[src/rtl/irq_ctrl.sv]
// Machine-mode interrupt controller: masks and prioritises timer, software and
// external sources, and holds a single trap request with its mcause until acked.
//
// state  | meaning
// -------+-----------------------------------------------------------
// IDLE   | no trap outstanding; request when GIE and an enabled source pends
// REQ    | irq_req held high, irq_cause frozen, waiting for irq_ack
// ACTIVE | core is in the handler; new sources stay pending until mret
module irq_ctrl (
    input  logic        clk,
    input  logic        rst_n,
    input  logic        timer_irq,
    input  logic        ext_irq,
    input  logic        irq_en,
    input  logic        re,
    input  logic        we,
    input  logic [1:0]  irq_addr,
    input  logic [31:0] din,
    output logic [31:0] dout,
    output logic        irq_req,
    output logic [31:0] irq_cause,
    input  logic        irq_ack,
    input  logic        mret
);

    localparam logic [31:0] CAUSE_EXT   = 32'h8000_000B;
    localparam logic [31:0] CAUSE_SW    = 32'h8000_0003;
    localparam logic [31:0] CAUSE_TIMER = 32'h8000_0007;

    typedef enum logic [1:0] {
        S_IDLE   = 2'd0,
        S_REQ    = 2'd1,
        S_ACTIVE = 2'd2
    } state_t;

    state_t      state, state_nxt;
    logic        msie, mtie, meie;
    logic        gie, gie_nxt;
    logic        pgie, pgie_nxt;
    logic        msip;
    logic        ext_meta, ext_sync;
    logic [31:0] cause_q, cause_nxt;
    logic        req_q;
    logic        bus_wr;
    logic        fire;
    logic        active;
    logic [31:0] mie_word, mip_word;

    assign bus_wr   = irq_en && we;
    assign active   = (state == S_ACTIVE);
    assign mie_word = {20'b0, meie, 3'b0, mtie, 3'b0, msie, 3'b0};
    assign mip_word = {20'b0, ext_sync, 3'b0, timer_irq, 3'b0, msip, 3'b0};
    assign fire     = |(mip_word & mie_word);

    always_comb begin
        dout = 32'b0;
        if (irq_en && re) begin
            case (irq_addr)
                2'd0:    dout = mie_word;
                2'd1:    dout = mip_word;
                2'd2:    dout = {29'b0, active, pgie, gie};
                default: dout = {31'b0, msip};
            endcase
        end
    end

    // Bus write to GIE first, then FSM events override it.
    always_comb begin
        state_nxt = state;
        cause_nxt = cause_q;
        gie_nxt   = gie;
        pgie_nxt  = pgie;
        if (bus_wr && (irq_addr == 2'd2)) begin
            gie_nxt = din[0];
        end
        case (state)
            S_IDLE: begin
                if (gie && fire) begin
                    state_nxt = S_REQ;
                    if (ext_sync && meie) begin
                        cause_nxt = CAUSE_EXT;
                    end else if (msip && msie) begin
                        cause_nxt = CAUSE_SW;
                    end else begin
                        cause_nxt = CAUSE_TIMER;
                    end
                end
            end
            S_REQ: begin
                if (irq_ack) begin
                    pgie_nxt  = gie;
                    gie_nxt   = 1'b0;
                    state_nxt = S_ACTIVE;
                end
            end
            S_ACTIVE: begin
                if (mret) begin
                    gie_nxt   = pgie;
                    pgie_nxt  = 1'b1;
                    state_nxt = S_IDLE;
                end
            end
            default: state_nxt = S_IDLE;
        endcase
    end

    always_ff @(posedge clk or negedge rst_n) begin
        if (!rst_n) begin
            state   <= S_IDLE;
            cause_q <= 32'b0;
            req_q   <= 1'b0;
            gie     <= 1'b0;
            pgie    <= 1'b0;
        end else begin
            state   <= state_nxt;
            cause_q <= cause_nxt;
            req_q   <= (state_nxt == S_REQ);
            gie     <= gie_nxt;
            pgie    <= pgie_nxt;
        end
    end

    always_ff @(posedge clk or negedge rst_n) begin
        if (!rst_n) begin
            msie <= 1'b0;
            mtie <= 1'b0;
            meie <= 1'b0;
            msip <= 1'b0;
        end else if (bus_wr) begin
            if (irq_addr == 2'd0) begin
                msie <= din[3];
                mtie <= din[7];
                meie <= din[11];
            end
            if (irq_addr == 2'd3) begin
                msip <= din[0];
            end
        end
    end

    always_ff @(posedge clk or negedge rst_n) begin
        if (!rst_n) begin
            ext_meta <= 1'b0;
            ext_sync <= 1'b0;
        end else begin
            ext_meta <= ext_irq;
            ext_sync <= ext_meta;
        end
    end

    assign irq_req   = req_q;
    assign irq_cause = cause_q;

endmodule

[config.mk]
export PLATFORM = sky130hd
export DESIGN_NAME = irq_ctrl
export DESIGN_NICKNAME = d
export VERILOG_FILES = /design/src/rtl/irq_ctrl.sv
export SDC_FILE = /design/constraint.sdc
export NUM_CORES = 1
export LEC_CHECK = 0
export CAP_MARGIN = 40
export CORE_MARGIN = 5
export CORE_UTILIZATION = 33
export DETAILED_ROUTE_END_ITERATION = 8
export PLACE_DENSITY = 0.86
export SLEW_MARGIN = 40
export SYNTH_ARGS = -nofsm -noshare
export SYNTH_HDL_FRONTEND = slang
export SYNTH_SLANG_ARGS = --single-unit
[constraint.sdc]
create_clock -name clk -period 2.4 [get_ports clk]
set_input_delay 0.36 -clock clk [delete_from_list [all_inputs] [get_ports clk]]
set_output_delay 0.36 -clock clk [all_outputs]
set_load 0.03 [all_outputs]
==> flow_metrics.py <==
metrics = {
    "synthesis": {
        "yosysTopAreaCell": "buf_4",
        "synth_edf_count": 0,
        "synthFlopType": "dfrtp_1",
        "yosys.cell_types.count": 27,
        "yosysMostFrequentCell": "buf_4",
        "ys_seq_elements": 14,
        "yosysTopAreaCellShare_pct": 35.33,
        "synthCells": 125,
        "ys_seq_area_share_pct": 29.98,
        "avgSynthCellArea_sq_um": 9.349,
        "synthArstFlopShare_pct": 100.0,
        "yosysWarningCount": 0,
        "synth.area.top_cells": "buf_4, dfrtp_1, ha_1, mux2i_1, mux2_2",
        "syn_area_sq_um": 1169,
        "synth_commonest_cells": "buf_4, dfrtp_1, nand2_1",
    },
    "hold_path": {
        "hold_class": "flop to flop",
    },
    "setup_path": {
        "critPathRequiredTime_ns": 2.04,
        "crit_path_start_kind": "primary input",
        "crit_type": "primary input to primary output",
        "cpMaxStageDelayCell": "clkdlybuf4s50_1",
        "crit_arrival_ns": 1.67,
        "worstSetupEndpointType": "primary output",
        "critPathMaxStageDelay_ns": 0.54,
        "crit_buf_inv": 2,
        "cp_top_family": "buffers and inverters",
        "cp_max_fo": 5,
        "crit_chain": "clkdlybuf4s50_1 -> nand2_1 -> nor3b_1 -> and2_1 -> buf_4",
    },
    "sta": {
        "finalHoldViolations": 0,
        "setup-tns-final_ns": 0,
        "fin_crit_ns": 2.028,
        "grt_setup_unrepaired": "false",
        "finalSetupViolCount": 0,
        "slew_viol_final": 0,
        "period_share_pct": 84.49,
        "worst_pin_slew_ns": 0.6308,
        "skew_ns": 0.003152,
        "setup_slack_ns": 0.3722,
        "timing.slew.headroom_pct": 57.82,
        "max_freq_mhz": 493.2,
    },
    "drt": {
        "drtIter0Drc": 34,
        "drt-total-wl_um": 2106,
        "drtAntennaViolNets": 0,
        "drc": 0,
        "vias": 763,
        "viasPerCell": 3.893,
        "drtPass1Iterations": 4,
        "avgRoutedWirePerCell_um": 10.74,
    },
    "placed_design": {
        "port_buffers": 26,
        "gp_congestion": 0.8902,
        "dp_hpwl_um": 1838,
        "dp_slack_ns": 0.3499,
    },
    "cts": {
        "cts.sinks": 14,
        "cts_hold_repair.buffers": 0,
        "root_buffer": "clkbuf_4",
        "clk_latency_ns": 0.27,
        "tritoncts": "built",
        "htreeDepth": 1,
        "clk_pin_slew_worst_paths_ns": 0.08,
        "cts_setup_buffers": 0,
        "numCtsBuffers": 3,
        "cts-resized-gates": 0,
        "clockBufferDepth": 2,
    },
    "global_route": {
        "grt_max_degree": 15,
        "grt_use_met3_pct": 4.058,
        "use_met2_pct": 13.45,
        "grt_pass1_wl_um": 3263,
        "use_met1_pct": 9.298,
        "top_usage_layer": "met2",
        "antenna_found_initial": 0,
        "first_global_vias": 701,
        "grt_use_total_pct": 8.301,
        "gr-total-overflow": 0,
    },
    "floorplan": {
        "chipHeight_um": 69.51,
        "io_pins": 108,
        "coreArea_sq_um": 3390,
        "num_rows": 21,
        "initial_core_util_pct": 34.48,
        "fp.dieArea_sq_um": 4832,
        "die_w_um": 69.51,
    },
    "pwr": {
        "power.total_w": 0.0009964,
        "ir_worst_vdd_v": 0.0002002,
        "p_per_area_nw_per_um2": 783.8,
        "p_leak_nw": 0.6247,
    },
    "job": {
        "max_cap_viol_count": 0,
    },
    "cells_and_area": {
        "drive_above_1_share_pct": 10.67,
        "areaGrowthSynthToFinish_pct": 8.779,
        "nets": 199,
        "antenna_cells": 0,
    },
    "run_status": {
        "status": "complete, no violations",
    },
}
[report_power, final]
| group | internal [W] | leakage (nW) | switching, W |
|---|---|---|---|
| Sequential | 0.000300 | 0.170 | 0.0000535 |
| Combinational | 0.000195 | 0.441 | 0.000318 |
| Clock | 0.0000581 | 0.0138 | 0.0000722 |
[cell families (layout without fill, tap and decap cells)]
kind of cell,count (synthesis),in the layout,synth area share (%)
flops,14,14,29.98
simple gates,27,27,13.06
fa+ha+maj,4,4,4.283
compound gates,12,12,7.815
buf+inv,58,31,36.40
mux,9,9,8.137
other cells,1,53,0.3209
[metrics by stage]
stage | hold WS (ns) | utilization [%] | area [sq um] | instances
floorplan | 0.06441 | - | 1364 | 177
global placement | 0.3336 | 36.84 | 1249 | 193
detailed placement | 0.3402 | 36.84 | 1249 | 193
CTS | 0.3589 | 37.50 | 1271 | 196
global route | 0.3672 | 37.50 | 1271 | 196
finish | 0.3615 | 37.50 | 1271 | 196
[layer usage]
layer / wire length, um / up-vias
li1: - / 368
met4: 27 / 0
met5: 0 / -
met2: 1008 / 42
met1: 808 / 349
met3: 261 / 4
[state kept, by name, indices dropped and copies added (netlist names)]
name and count:
irq_req 1, state 2, msip 1, irq_cause 3, meie 1, ext_sync 1, mtie 1, gie 1
msie 1, pgie 1, ext_meta 1
[cell usage in the layout, fill, tap and decap left out, types with 2 or more instances in the layout]
cell type / count
nor2b_1: 2
buf_4: 6
ha_1: 4
clkdlybuf4s50_1: 20
nor3b_1: 3
nand2_1: 8
o21ai_0: 5
and2_1: 2
conb_1: 53
mux2_2: 4
nand4_1: 2
nor3_1: 4
clkbuf_4: 3
inv_1: 2
o22a_1: 2
dfrtp_1: 14
mux2i_1: 5
[worst register-to-register path, stage by stage, from the launching register on]
cell and delay [ns]:
dfrtp_1 0.41, inv_1 0.08, ha_1 0.24, and2b_1 0.17
a2111o_1 0.41, and3b_2 0.21
[area by class of cell]
type / count / area, sq um
well taps: 46 / 57.56
repair buffers: 26 / 245.2
clock buffers: 3 / 22.52
fillers: 361 / 2118
flip-flops and latches: 14 / 350.3
inverters: 2 / 7.507
multi-input cells: 105 / 588.1
[path summary, 6_finish.rpt]
path,start,end,slack [ns],cells past startpoint
setup reg to reg,state[0],state[1],0.78,5
max in group asynchronous,rst_n,state[1],1.52,1
hold reg to reg,ext_meta,ext_sync,0.36,0
min in group asynchronous,rst_n,msie,0.47,1
hold / removal,ext_meta,ext_sync,0.36,0
setup / recovery,irq_en,dout[2],0.37,5
Note: power is estimated with default switching activity, not from simulation.
